**config.mk**
```make
export PLATFORM = sky130hd
export DESIGN_NAME = ssd_display_arbiter
export DESIGN_NICKNAME = d
export VERILOG_FILES = /design/src/rtl/ssd_arb_pkg.sv /design/src/rtl/ssd_display_arbiter_rr_pick.sv /design/src/rtl/ssd_display_arbiter.sv
export SDC_FILE = /design/constraint.sdc
export NUM_CORES = 1
export LEC_CHECK = 0
export CAP_MARGIN = 20
export CORE_MARGIN = 10
export CORE_UTILIZATION = 47
export DETAILED_ROUTE_END_ITERATION = 8
export PLACE_DENSITY = 0.94
export SYNTH_ARGS = -nofsm -noshare
export SYNTH_HDL_FRONTEND = slang
export SYNTH_SLANG_ARGS = --single-unit
```
**constraint.sdc**
```tcl
create_clock -name clk -period 4.9 [get_ports clk]
set_clock_uncertainty 0.15 [all_clocks]
set_input_delay 0.98 -clock clk [delete_from_list [all_inputs] [get_ports clk]]
set_output_delay 0.98 -clock clk [all_outputs]
set_load 0.01 [all_outputs]
```
**src/rtl/ssd_arb_pkg.sv**
```systemverilog
// Shared definitions for the seven-segment display arbiter: FSM encoding,
// dwell-time conversion and index wrap helper.
package ssd_arb_pkg;

  // Largest number of requesters the arbiter is built for.
  localparam int MAX_REQ = 8;

  // FSM encoding, kept as plain constants so the state value is easy to probe.
  localparam logic [0:0] ST_IDLE = 1'b0;
  localparam logic [0:0] ST_SHOW = 1'b1;

  typedef enum logic [0:0] {
    IDLE = ST_IDLE,
    SHOW = ST_SHOW
  } state_e;

  // Number of clock cycles in a dwell period of 'us' microseconds.
  function automatic int unsigned dwell_cycles(input int unsigned clk_hz,
                                               input int unsigned us);
    return clk_hz / 1_000_000 * us;
  endfunction

  // idx+1 wrapped into 0..n-1.
  function automatic int unsigned wrap_inc(input int unsigned idx,
                                           input int unsigned n);
    return (idx + 1 >= n) ? 0 : idx + 1;
  endfunction

endpackage

```
**src/rtl/ssd_display_arbiter_rr_pick.sv**
```systemverilog
// Combinational round-robin picker: returns the first set bit of mask_i at or
// after start_i, wrapping past N-1 back to 0.
module rr_pick #(
  parameter int N  = 4,
  parameter int IW = $clog2(N)
) (
  input  logic [N-1:0]  mask_i,
  input  logic [IW-1:0] start_i,
  output logic [N-1:0]  onehot_o,
  output logic [IW-1:0] idx_o,
  output logic          valid_o
);

  logic [N-1:0] rot;
  logic [IW:0]  pos;

  // Rotate the mask so bit 0 is the start position, then take the lowest set
  // bit; the downward loop lets the smallest offset win.
  always_comb begin
    rot      = N'({mask_i, mask_i} >> start_i);
    onehot_o = '0;
    idx_o    = '0;
    valid_o  = 1'b0;
    pos      = '0;
    for (int k = N - 1; k >= 0; k--) begin
      if (rot[k]) begin
        pos = {1'b0, start_i} + (IW + 1)'(k);
        if (pos >= (IW + 1)'(N)) begin
          pos = pos - (IW + 1)'(N);
        end
        idx_o   = pos[IW-1:0];
        valid_o = 1'b1;
      end
    end
    if (valid_o) begin
      onehot_o[idx_o] = 1'b1;
    end
  end

endmodule

```
**src/rtl/ssd_display_arbiter.sv**
```systemverilog
// Round-robin time-sharing of the 8-digit seven-segment display among NUM_REQ
// requesters, each keeping the display for a fixed dwell time while others
// wait. All outputs are registered and feed seven_segment8 directly.
//
// Optional feature: define SSD_ARB_PRIORITY_EN to make requester 0 urgent; a
// rising req[0] preempts any other owner on the next cycle.
module ssd_display_arbiter
  import ssd_arb_pkg::*;
#(
  parameter int CLK_FREQUENCY = 100_000_000,
  parameter int DWELL_US      = 1_000_000,
  parameter int NUM_REQ       = 4
) (
  input  logic                       clk,
  input  logic                       rst,
  input  logic [NUM_REQ-1:0]         req,
  input  logic [NUM_REQ*32-1:0]      req_data,
  input  logic [NUM_REQ*8-1:0]       req_dp,
  output logic [NUM_REQ-1:0]         grant,
  output logic [$clog2(NUM_REQ)-1:0] owner,
  output logic [31:0]                data_out,
  output logic [7:0]                 dp_out,
  output logic                       blank_out
);

  localparam int DWELL_CYCLES = int'(dwell_cycles(CLK_FREQUENCY, DWELL_US));
  localparam int IW           = $clog2(NUM_REQ);
  localparam int CW           = (DWELL_CYCLES > 1) ? $clog2(DWELL_CYCLES) : 1;
  localparam logic [CW-1:0] RELOAD = CW'(DWELL_CYCLES - 1);

  if (DWELL_CYCLES < 2) begin : g_bad_dwell
    $fatal(1, "ssd_display_arbiter: dwell must be at least 2 clock cycles");
  end

  if (NUM_REQ < 2 || NUM_REQ > MAX_REQ) begin : g_bad_num_req
    $fatal(1, "ssd_display_arbiter: NUM_REQ must be within 2..8");
  end

  // Per-requester views of the packed data buses.
  logic [31:0] word [NUM_REQ];
  logic [7:0]  dpw  [NUM_REQ];

  for (genvar g = 0; g < NUM_REQ; g++) begin : g_split
    assign word[g] = req_data[32*g +: 32];
    assign dpw[g]  = req_dp[8*g +: 8];
  end

  state_e              state_q, state_d;
  logic [NUM_REQ-1:0]  grant_q, grant_d;
  logic [IW-1:0]       owner_q, owner_d;
  logic [31:0]         data_q, data_d;
  logic [7:0]          dp_q, dp_d;
  logic                blank_q, blank_d;
  logic [CW-1:0]       cnt_q, cnt_d;
  logic [IW-1:0]       ptr_q, ptr_d;

  logic [NUM_REQ-1:0]  pick_mask;
  logic [IW-1:0]       pick_start;
  logic [NUM_REQ-1:0]  pick_oh;
  logic [IW-1:0]       pick_idx;
  logic                pick_valid;
  logic [IW-1:0]       owner_inc;
  logic                owner_req;
  logic                preempt;
  logic                switch_en;
  logic [IW-1:0]       switch_idx;

  assign owner_inc = IW'(wrap_inc(32'(owner_q), NUM_REQ));
  assign owner_req = |(req & grant_q);

`ifdef SSD_ARB_PRIORITY_EN
  logic req0_q;

  // Remember last req[0] so only a rising edge counts as an urgent request.
  always_ff @(posedge clk) begin
    if (!rst) begin
      req0_q <= 1'b0;
    end else begin
      req0_q <= req[0];
    end
  end

  assign preempt = (state_q == SHOW) && req[0] && !req0_q && (owner_q != '0);
`else
  assign preempt = 1'b0;
`endif

  // While idle, search from the RR pointer; while showing, search from the
  // owner's successor with the owner masked out (a dropped owner has no bit
  // set anyway, so the same mask serves both the drop and expiry cases).
  always_comb begin
    pick_mask  = req;
    pick_start = ptr_q;
    if (state_q == SHOW) begin
      pick_mask  = req & ~grant_q;
      pick_start = owner_inc;
    end
  end

  rr_pick #(
    .N  (NUM_REQ),
    .IW (IW)
  ) u_pick (
    .mask_i   (pick_mask),
    .start_i  (pick_start),
    .onehot_o (pick_oh),
    .idx_o    (pick_idx),
    .valid_o  (pick_valid)
  );

  // Ownership decisions: grant, dwell countdown, drop and expiry handling,
  // plus the live data/dp capture for whoever owns the display next cycle.
  always_comb begin
    state_d    = state_q;
    grant_d    = grant_q;
    owner_d    = owner_q;
    blank_d    = blank_q;
    cnt_d      = cnt_q;
    ptr_d      = ptr_q;
    switch_en  = 1'b0;
    switch_idx = pick_idx;

    unique case (state_q)
      IDLE: begin
        if (pick_valid) begin
          switch_en = 1'b1;
        end
      end
      SHOW: begin
        if (preempt) begin
          switch_en  = 1'b1;
          switch_idx = '0;
        end else if (!owner_req) begin
          if (pick_valid) begin
            switch_en = 1'b1;
          end else begin
            state_d = IDLE;
            grant_d = '0;
            blank_d = 1'b1;
            cnt_d   = '0;
          end
        end else if (cnt_q == '0) begin
          // Nobody else waiting: keep the owner and start a fresh dwell
          // without ever dropping grant.
          if (pick_valid) begin
            switch_en = 1'b1;
          end else begin
            cnt_d = RELOAD;
          end
        end else begin
          cnt_d = cnt_q - CW'(1);
        end
      end
      default: ;
    endcase

    if (switch_en) begin
      state_d = SHOW;
      grant_d = preempt ? NUM_REQ'(1) : pick_oh;
      owner_d = switch_idx;
      blank_d = 1'b0;
      cnt_d   = RELOAD;
      ptr_d   = IW'(wrap_inc(32'(switch_idx), NUM_REQ));
    end

    // Idle keeps the last displayed value behind the blanking.
    data_d = data_q;
    dp_d   = dp_q;
    if (state_d == SHOW) begin
      data_d = word[owner_d];
      dp_d   = dpw[owner_d];
    end
  end

  // State and output registers with synchronous active-low reset.
  always_ff @(posedge clk) begin
    if (!rst) begin
      state_q <= IDLE;
      grant_q <= '0;
      owner_q <= '0;
      data_q  <= '0;
      dp_q    <= '0;
      blank_q <= 1'b1;
      cnt_q   <= '0;
      ptr_q   <= '0;
    end else begin
      state_q <= state_d;
      grant_q <= grant_d;
      owner_q <= owner_d;
      data_q  <= data_d;
      dp_q    <= dp_d;
      blank_q <= blank_d;
      cnt_q   <= cnt_d;
      ptr_q   <= ptr_d;
    end
  end

  assign grant     = grant_q;
  assign owner     = owner_q;
  assign data_out  = data_q;
  assign dp_out    = dp_q;
  assign blank_out = blank_q;

endmodule

```
* Word-level counts from Yosys, hierarchy flattened
Cells that the tools add are included.
Cells by class: add/subtract/negate cells 10, $lt $le $gt $ge 9, equal/unequal tests 6, shift operators 1, multiplexer cells 47, bitwise operators 6, reductions and logical operators 8
Operators by type and width (count):
- 27-bit 2-to-1 mux | 6
- 32-bit binary-select mux with 2-bit select | 1
- 32-bit 2-to-1 mux | 2
- 27-bit logical NOT | 1
- 27-bit by 1-bit subtractor with 27-bit output (second input constant) | 1
- 2-bit 2-to-1 mux | 12
- 4-bit 2-to-1 mux | 6
- 3-bit >= comparator (second input constant) | 6
- 8-bit binary-select mux with 2-bit select | 1
- 8-bit 2-to-1 mux | 2
- 1-bit 2-to-1 mux | 15
- 2-bit by 1-bit adder with 3-bit output (second input constant) | 3
- 3-bit AND reduction | 3
- 4-bit AND | 2
- 8-bit by 2-bit right shift with 4-bit output | 1
- 2-bit by 1-bit subtractor with 2-bit output (second input constant) | 4
- 2-bit by 2-bit adder with 3-bit output (second input constant) | 2
- 2-bit by 1-bit inequality test with 1-bit output (second input constant) | 3
- 4-bit NOT | 1
- 4-bit OR reduction | 1
- 2-bit by 3-bit >= comparator with 1-bit output (second input constant) | 1
- 2-bit by 3-bit less-than comparator with 1-bit output (second input constant) | 1
- 3-bit by 1-bit inequality test with 1-bit output (second input constant) | 1
- 3-bit inequality test (second input constant) | 1
- 9 further kinds | 10
Storage, ports and cells: flip-flop bits (word level) 77, input port bits 166, output and inout port bits 47, logic and storage cells 96

* Logic depth before layout (Yosys ltp)
Gate-level depths: netlist of run 1.
depth after elaboration 18, gate-level depth with buffers 11, mapped depth without buffers 9

* Hierarchy
Synthesis of run 1 repeated with hierarchy kept, for this count alone.
Unflattened totals: cells, all modules 1047, area total of the unflattened synthesis 7659.8 um^2
By module, submodules not included:
- ssd_display_arbiter | instances 1, cells an instance 1015, area an instance 7452.1 um^2, seq. area each 1541.5 um^2
- rr_pick | instances 1, cells an instance 32, area an instance 207.7 um^2, seq. area each 0.0 um^2

* Worst setup path before layout of run 1
Ideal clock, no wire load.
path type input to register, start point input port req[3], end point register grant_q[0] (netlist: grant[0]), setup time 128 ps, arrival time 2800 ps, required time 4622 ps, path slack 1823 ps, cell stages on the path 10, path buffers 3, path through a21boi_1 or4_1 clkbuf_1 nor2_1 buf_2 buf_2 nand2_1 and3_1 a21oi_1 nor2_1
Between the ends: cells in the longest elaborated chain, start to end 13, elaborated cells between the ends (all ways) 28, classes of those cells order compare: 2; eq/ne: 2; shift: 1; mux: 17; bitwise: 2; reduce/logical: 4
RTL lines:
- start, declared | line ssd_display_arbiter.sv:16 | input logic [NUM_REQ-1:0] req,
- 4-bit AND | line ssd_display_arbiter.sv:95 | pick_mask = req & ~grant_q;
- 4-bit 2-to-1 mux | line ssd_display_arbiter.sv:94 | if (state_q == SHOW) begin
- 8-bit by 2-bit right shift with 4-bit output | line ssd_display_arbiter_rr_pick.sv:20 | rot = N'({mask_i, mask_i} >> start_i);
- 2-bit 2-to-1 mux or 1-bit 2-to-1 mux (tied branches) (4 in series) | line ssd_display_arbiter_rr_pick.sv:26 | if (rot[k]) begin
- 2-bit by 3-bit less-than comparator with 1-bit output (implied by the code), or another cell as far along | line ssd_display_arbiter_rr_pick.sv:36 | onehot_o[idx_o] = 1'b1;
- 1-bit logical AND (implied by the code) or 1-bit 2-to-1 mux (tied branches) | line ssd_display_arbiter_rr_pick.sv:36, ssd_display_arbiter.sv:142
- 1-bit 2-to-1 mux (on tied branches) | line ssd_display_arbiter_rr_pick.sv:36, ssd_display_arbiter.sv:133
- 1-bit demux with 2-bit select or 1-bit case mux with 2 select lines (tied branches)
- 4-bit 2-to-1 mux, or another cell as far along | line ssd_display_arbiter_rr_pick.sv:35 | if (valid_o) begin
- 4-bit 2-to-1 mux or 3-bit AND reduction (tied branches)
- end signal, assigned | line ssd_display_arbiter.sv:188 | grant_q <= grant_d;
- end, declared | line ssd_display_arbiter.sv:49 | logic [NUM_REQ-1:0] grant_q, grant_d;
Parallel ways exist; a longest one is shown, timed or not. A chain may end at the register's enable or synchronous reset.

* Worst setup path in the final report of run 1
start point input port req[2], end point register data_q[28] (netlist: data_out[28])
Between the ends: cells in the longest elaborated chain, start to end 16, elaborated cells between the ends (all ways) 25, classes of those cells shift: 1; mux: 20; bitwise: 3; reduce/logical: 1
RTL lines:
- 4-bit AND | line ssd_display_arbiter.sv:95
- 4-bit 2-to-1 mux | line ssd_display_arbiter.sv:94
- 8-bit by 2-bit right shift with 4-bit output | line ssd_display_arbiter_rr_pick.sv:20
- 1-bit 2-to-1 mux (4 in series) | line ssd_display_arbiter_rr_pick.sv:26
- 1-bit 2-to-1 mux | line ssd_display_arbiter.sv:125, ssd_display_arbiter.sv:134, ssd_display_arbiter.sv:145
- 1-bit 2-to-1 mux | line ssd_display_arbiter.sv:142 | end else if (cnt_q == '0) begin
- 1-bit 2-to-1 mux | line ssd_display_arbiter.sv:133 | end else if (!owner_req) begin
- 1-bit case mux with 2 select lines | line ssd_display_arbiter.sv:123 | unique case (state_q)
- 2-bit 2-to-1 mux | line ssd_display_arbiter.sv:157 | if (switch_en) begin
- 2-bit NOT with 3-bit output (implied by the code) | line ssd_display_arbiter.sv:170 | data_d = word[owner_d];
- 32-bit binary-select mux with 2-bit select | line ssd_display_arbiter.sv:170
- 32-bit 2-to-1 mux (implied by the code) (2 in series) | line ssd_display_arbiter.sv:170
- end signal, assigned | line ssd_display_arbiter.sv:190 | data_q <= data_d;
- end, declared | line ssd_display_arbiter.sv:51 | logic [31:0] data_q, data_d;
Parallel ways exist; a longest one is shown, timed or not. The select of a mux whose other input is x is not followed.

==> metrics.txt, run 1 <==
arrival time worst endpoint 4.21 ns; logic gate share of total power 51.6%; Hold Path Origin ptr_q[1]; Hold Crit Depth 2; Post-synth ARST share 0%; setup TNS 0 ns; largest net degree at the start of global routing slightly above 80; # setup viols final 0; first-pass GRT wire length between 30000 and 40000 um; CTS tree built; top post-synthesis cells by area dfxtp_1 (30%), a21boi_0 (12%), a2111oi_1 (7.5%); IO buf count between 200 and 250; P_leak 2.74 nW; Post CTS Setup Buffer Count 0; post-place instance area about 0.0073 sq mm; Post-synth EDFFs 0; synth cell count leaders a21boi_0 (81), nor2_1 (81), dfxtp_1 (77); synthesized instance count 644; Sw Share about 40%; number of max-cap violations 0; Register-to-Register Path Depth 9; Clock Latency Late Sink approximately 0.37 ns; Antenna Nets Post-Route 0; die area 0.0157 sq mm; Syn-to-layout area delta 45.0%; fin crit period between 4 and 5 ns; routability cong. roughly 0.91; Worst Hold Class reg2reg; H-tree depth 3; status complete, no violations; Synth area leader dfxtp_1; register area roughly 0.0015 sq mm; Max Fanout on Critical Path 40; worst r2r src cnt_q[0]; Synth top area share approximately 30%; total global-route track usage 24.6%; Max clock buf depth 2; Initial Util 48.0%; Die H around 130 um; fraction of layout cells with a size suffix above 1 under 10%; clock share of power 18.4%; hold slack final 0.324 ns; period utilization between 80% and 90%; critical path capture point type flip-flop; post-cts hold buffer count 0; Gates resized, CTS repair 0; Synth cell types 56; initial drt markers 643; total CTS buffers 9; HPWL after DPL roughly 15000 um; pwr dens just over 400 mW/mm^2; RSZ-0062 raised after global routing false; drt wl/cell ~22 um; Least-Margin Pin Slew 1.07 ns; maximum vdd drop 0.333 mV; max_slew headroom 28.7%; Util after Layout around 70%; Mean Syn Cell Area 8.09 sq um; sequential share of power between 30% and 40%; clock slew at reported path FFs around 0.090 ns; Multi-input gate area about 0.0034 sq mm; antenna violations before repair 3; CP max-delay cell mux2_2; TritonCTS sink count a little under 80; required time worst endpoint 4.99 ns; Critical Path Source req[2]; Final Hold Viols 0; vias post-DR a little over 6000; DRC viols 0; CTS root buf clkbuf_8; Seq cells post-synth 77; syn_nets about 820; site row count 38; Int Pwr between 1.5 and 2 mW; Core ar. roughly 0.011 sq mm; crit start category primary input; Yosys warning count 0; cell depth of the worst setup path 8; synthesized area 0.00521 sq mm; Via density 6.39; max-slew violations 0; register area share after synthesis 29.6%; switching pwr about 1.3 mW; Nets a little under 1000; worst path bufs/invs 1; drt pass-1 iters 5; final instance area 0.00755 sq mm; WS Path Type in2reg; placed cell count around 950; FMAX approximately 240 MHz; Top delay family on crit path compound AO/OA/AOI/OAI gates; Total Wirelength approximately 21000 um; die width 125 um; Filler cells approximately 790; Post-synth top flop dfxtp_1; crit path cell chain clkdlybuf4s50_1 > a22oi_1 > a21oi_2 > o21a_1 > nor2_2 > mux2_2 > a2111oi_1 > nor3_1; grt ovf 0; CP max stage delay about 0.73 ns; final cell count without fillers between 900 and 1000; vias in the first global route 5996; Top Ports 213
## flip-flops by register name (all words and copies together), names as in the netlist
| name | cells |
|---|---|
| state_q | 1 |
| ptr_q | 2 |
| owner | 2 |
| dp_out | 8 |
| grant | 4 |
| cnt_q | 27 |
| blank_out | 1 |
| data_out | 32 |
## final timing paths
kind | endpoint | slack (ns)
worst max-delay path | data_out[28] | 0.79
worst min-delay path | ptr_q[1] | 0.32
worst max register to register | data_out[28] | 1.20
worst min register to register | ptr_q[1] | 0.32
## power groups by stage
stage	clock network, mW	logic [mW]	registers [mW]
after detailed placement	0	1.57	0.933
after global routing	0.594	1.73	0.947
after floorplan	0	0.918	0.975
final	0.567	1.59	0.930
after CTS	0.568	1.58	0.925
after global placement	0	1.51	0.924
## area by class of cell
cell class              count  share of cell area (%)
repair buffers            220                    29.1
well taps                 140                    2.32
inverters                  10                   0.497
flip-flops and latches     77                    20.4
multi-input cells         500                    44.6
diodes                      3                  0.0994
clock buffers              12                    2.05
clock inverters             4                   0.928
## per-stage QoR
step | worst slack (ns) | total power [mW]
CTS | 0.851 | 3.07
floorplan | 1.82 | 1.89
finish | 0.785 | 3.09
detailed placement | 0.468 | 2.50
global route | 0.609 | 3.27
global placement | 0.620 | 2.44
## layout by cell type, fill, tap and decap left out, drive strengths merged, types with 3 or more instances in the layout
| cell | netlist | routed |
|---|---|---|
| nand2 | 21 | 21 |
| clkdlybuf4s50 | 0 | 212 |
| nand4 | 3 | 3 |
| diode | 0 | 3 |
| a2111oi | 80 | 80 |
| a22oi | 3 | 3 |
| ha | 7 | 7 |
| nor2b | 3 | 3 |
| inv | 10 | 10 |
| o21a | 3 | 3 |
| nor4 | 7 | 7 |
| clkbuf | 45 | 12 |
| buf | 12 | 8 |
| a21boi | 84 | 84 |
| and3 | 46 | 46 |
| nor3 | 52 | 52 |
| xor2 | 6 | 6 |
| a21oi | 35 | 35 |
| dfxtp | 77 | 77 |
| nor3b | 4 | 4 |
| nand3 | 7 | 7 |
| o21ai | 25 | 25 |
| nor2 | 82 | 82 |
| a221oi | 3 | 3 |
| a211oi | 4 | 4 |
## kinds of logic (layout without fill, tap and decap cells)
kind of cell / count (synthesis) / in the layout / synth area share (%)
AOI/OAI and AO/OA: 246 / 246 / 36.1
and+or+nand+nor: 235 / 235 / 24.2
DFF: 77 / 77 / 29.6
buffers and inverters: 67 / 246 / 6.25
xor gates and xnor gates: 8 / 8 / 1.35
adders and majority gates: 7 / 7 / 1.68
muxes: 4 / 4 / 0.817
other: 0 / 3 / 0
## worst register-to-register path, cell delays in order, from the launching register on
cell and delay (ns):
dfxtp_1 0.37, inv_1 0.11, ha_1 0.16, nor4b_2 0.32, nand4_4 0.17, o21a_1 0.39
nor2_2 0.52, mux2_2 0.73, a2111oi_1 0.55, nor3_1 0.11
## layer usage
layer / routed length [um] / GRT usage, %
met3: 2360 / 10.9
met5: 0 / 0
met4: 921 / 10.2
met2: 10200 / 42.0
met1: 7500 / 26.0
Note: power is estimated with default switching activity, not from simulation.
==> run 2, diff against run 1 <==
--- a/config.mk
+++ b/config.mk
@@ -7,9 +7,9 @@
 export LEC_CHECK = 0
 export CAP_MARGIN = 20
 export CORE_MARGIN = 10
-export CORE_UTILIZATION = 47
+export CORE_UTILIZATION = 40
 export DETAILED_ROUTE_END_ITERATION = 8
-export PLACE_DENSITY = 0.94
+export PLACE_DENSITY = 0.86
 export SYNTH_ARGS = -nofsm -noshare
 export SYNTH_HDL_FRONTEND = slang
 export SYNTH_SLANG_ARGS = --single-unit
==> constraint.sdc (replaced) <==
create_clock -name clk -period 3.7 [get_ports clk]
set_clock_uncertainty 0.15 [all_clocks]
set_input_delay 0.74 -clock clk [delete_from_list [all_inputs] [get_ports clk]]
set_output_delay 0.74 -clock clk [all_outputs]
set_load 0.01 [all_outputs]
==> run 2 against run 1 <==
Effect of this change: routed wire length fell by 4.1%; sequential power rose by 31%; total power rose by 37%; sequential share of layout area fell by 0.57 points; worst setup slack got worse by 0.27 ns; combinational power rose by 40%; clock-buffer cell count fell by 3; design area rose by 2.8%; hold slack improved by 0.00092 ns; largest cell class unchanged.
==> metrics.txt, run 2 (synthesis gave the netlist of run 1 again) <==
RSZ-0062 raised after global routing false; max reg flops 32; largest net degree at the start of global routing ~80; Clock Latency Late Sink approximately 0.34 ns; Via density 5.84; register area ~0.0015 sq mm; Antenna Nets Post-Route 0; HPWL after DPL about 15000 um; initial drt markers between 400 and 500; Core ar. 0.0127 sq mm; site row count 41; Initial Util ~41%; total CTS buffers 9; maximum vdd drop 0.387 mV; pwr dens about 550 mW/mm^2; number of max-cap violations 0; die area ~0.018 sq mm; total global-route track usage a little over a fifth; fin crit period approximately 3.2 ns; CTS tree built; Nets roughly 1000; required time worst endpoint about 3.8 ns; grt ovf 0; TritonCTS sink count 77; status complete, no violations; Post CTS Setup Buffer Count 0; Die H 134 um; crit start category primary input; H-tree depth 3; antenna violations before repair 0; die width 134 um; Filler cells 1111; WS Path Type in2reg; Critical Path Source req[2]; FF-to-FF End data_out[15]; max-slew violations 0; vias in the first global route between 5000 and 6000; commonest non-fill, non-tap cell in the layout clkdlybuf4s50_1; fraction of layout cells with a size suffix above 1 roughly 7%; Register-to-Register Setup Slack ~0.61 ns; vias post-DR slightly below 6000; Top Ports approximately 210; Power Total 4.24 mW; Total Wirelength between 20000 and 25000 um; IO buf count between 200 and 250; Multi-input gate area ~0.0034 sq mm; Max Fanout on Critical Path slightly above 40; routability cong. approximately 0.89; Least-Margin Pin Slew between 1 and 1.5 ns; FMAX 314 MHz; arrival time worst endpoint roughly 3.3 ns; drt pass-1 iters 5; critical path capture point type flip-flop; Register-to-Register Path Depth 8; CTS root buf clkbuf_16; setup TNS 0 ns; first-pass GRT wire length approximately 31000 um; period utilization approximately 86%; worst r2r src state_q; drt wl/cell about 20 um; crit path to data_out[15]; Max clock buf depth 2; DRC viols 0; Worst Hold Class reg2reg; max_slew headroom a little under a third; commonest non-fill, non-tap cells in the layout clkdlybuf4s50_1 (212), a21boi_0 (81), nor2_1 (79), dfxtp_1 (77), nor3_1 (51); Final Hold Viols 0; post-cts hold buffer count 0; P_leak 2.82 nW; # setup viols final 0; clock slew at reported path FFs approximately 0.060 ns; Syn-to-layout area delta 49.1%; Gates resized, CTS repair 0
## run 2: per-layer routing
| layer | GRT usage, % | up-vias | routed length (um) |
|---|---|---|---|
| met5 | 0 | - | 0 |
| met4 | 7.62 | 0 | 571 |
| met3 | 8.92 | 35 | 2010 |
| met2 | 37.2 | 257 | 9880 |
| met1 | 23.2 | 2720 | 7650 |
| li1 | - | 2854 | - |
## run 2: final cells by class
| cell class | count | area share [%] |
|---|---|---|
| Multi-Input combinational cell | 500 | 43.5 |
| Inverter | 10 | 0.483 |
| Timing Repair Buffer | 231 | 30.1 |
| Tap cell | 172 | 2.77 |
| Antenna cell | 1 | 0.0322 |
| Clock buffer | 9 | 2.90 |
| Sequential cell | 77 | 19.8 |
| Clock inverter | 5 | 0.387 |
## run 2: how the worst min path moves through the flow
stage               startpoint  endpoint  slack [ns]  depth (start not counted)
finish                ptr_q[1]  ptr_q[1]        0.33                          2
global route          cnt_q[7]  cnt_q[7]        0.35                          2
CTS                   ptr_q[1]  ptr_q[1]        0.33                          2
detailed placement    ptr_q[1]  ptr_q[1]        0.32                          2
global placement      ptr_q[1]  ptr_q[1]        0.31                          2
floorplan             ptr_q[1]  ptr_q[1]        0.28                          2
## run 2: report_power, final
part / internal [mW] / leakage (nW) / total, mW / switching [mW]
Combinational: 1.07 / 2.06 / 2.22 / 1.15
Sequential: 1.06 / 0.641 / 1.22 / 0.159
Clock: 0.443 / 0.123 / 0.798 / 0.355
Total: 2.58 / 2.82 / 4.24 / 1.67
## run 2: worst max-delay path, stage by stage
cell             delay, ns
clkdlybuf4s50_1       0.48
a21boi_0              0.46
a21oi_1               0.16
a211oi_2              0.50
mux2i_4               0.15
buf_12                0.20
a2111oi_0             0.46
nor3_1                0.08
## run 2: through the flow
| stage | std cells | hold WS [ns] | setup slack [ns] | instance area [sq um] | utilization (%) |
|---|---|---|---|---|---|
| global route | 1004 | 0.354 | 0.316 | 7770 | 61.3 |
| detailed placement | 990 | 0.316 | 0.202 | 7510 | 59.3 |
| finish | 1005 | 0.325 | 0.517 | 7770 | 61.3 |
| global placement | 990 | 0.305 | 0.255 | 7510 | 59.3 |
| floorplan | 644 | 0.284 | 0.863 | 5210 | - |
| CTS | 1004 | 0.327 | 0.572 | 7770 | 61.3 |
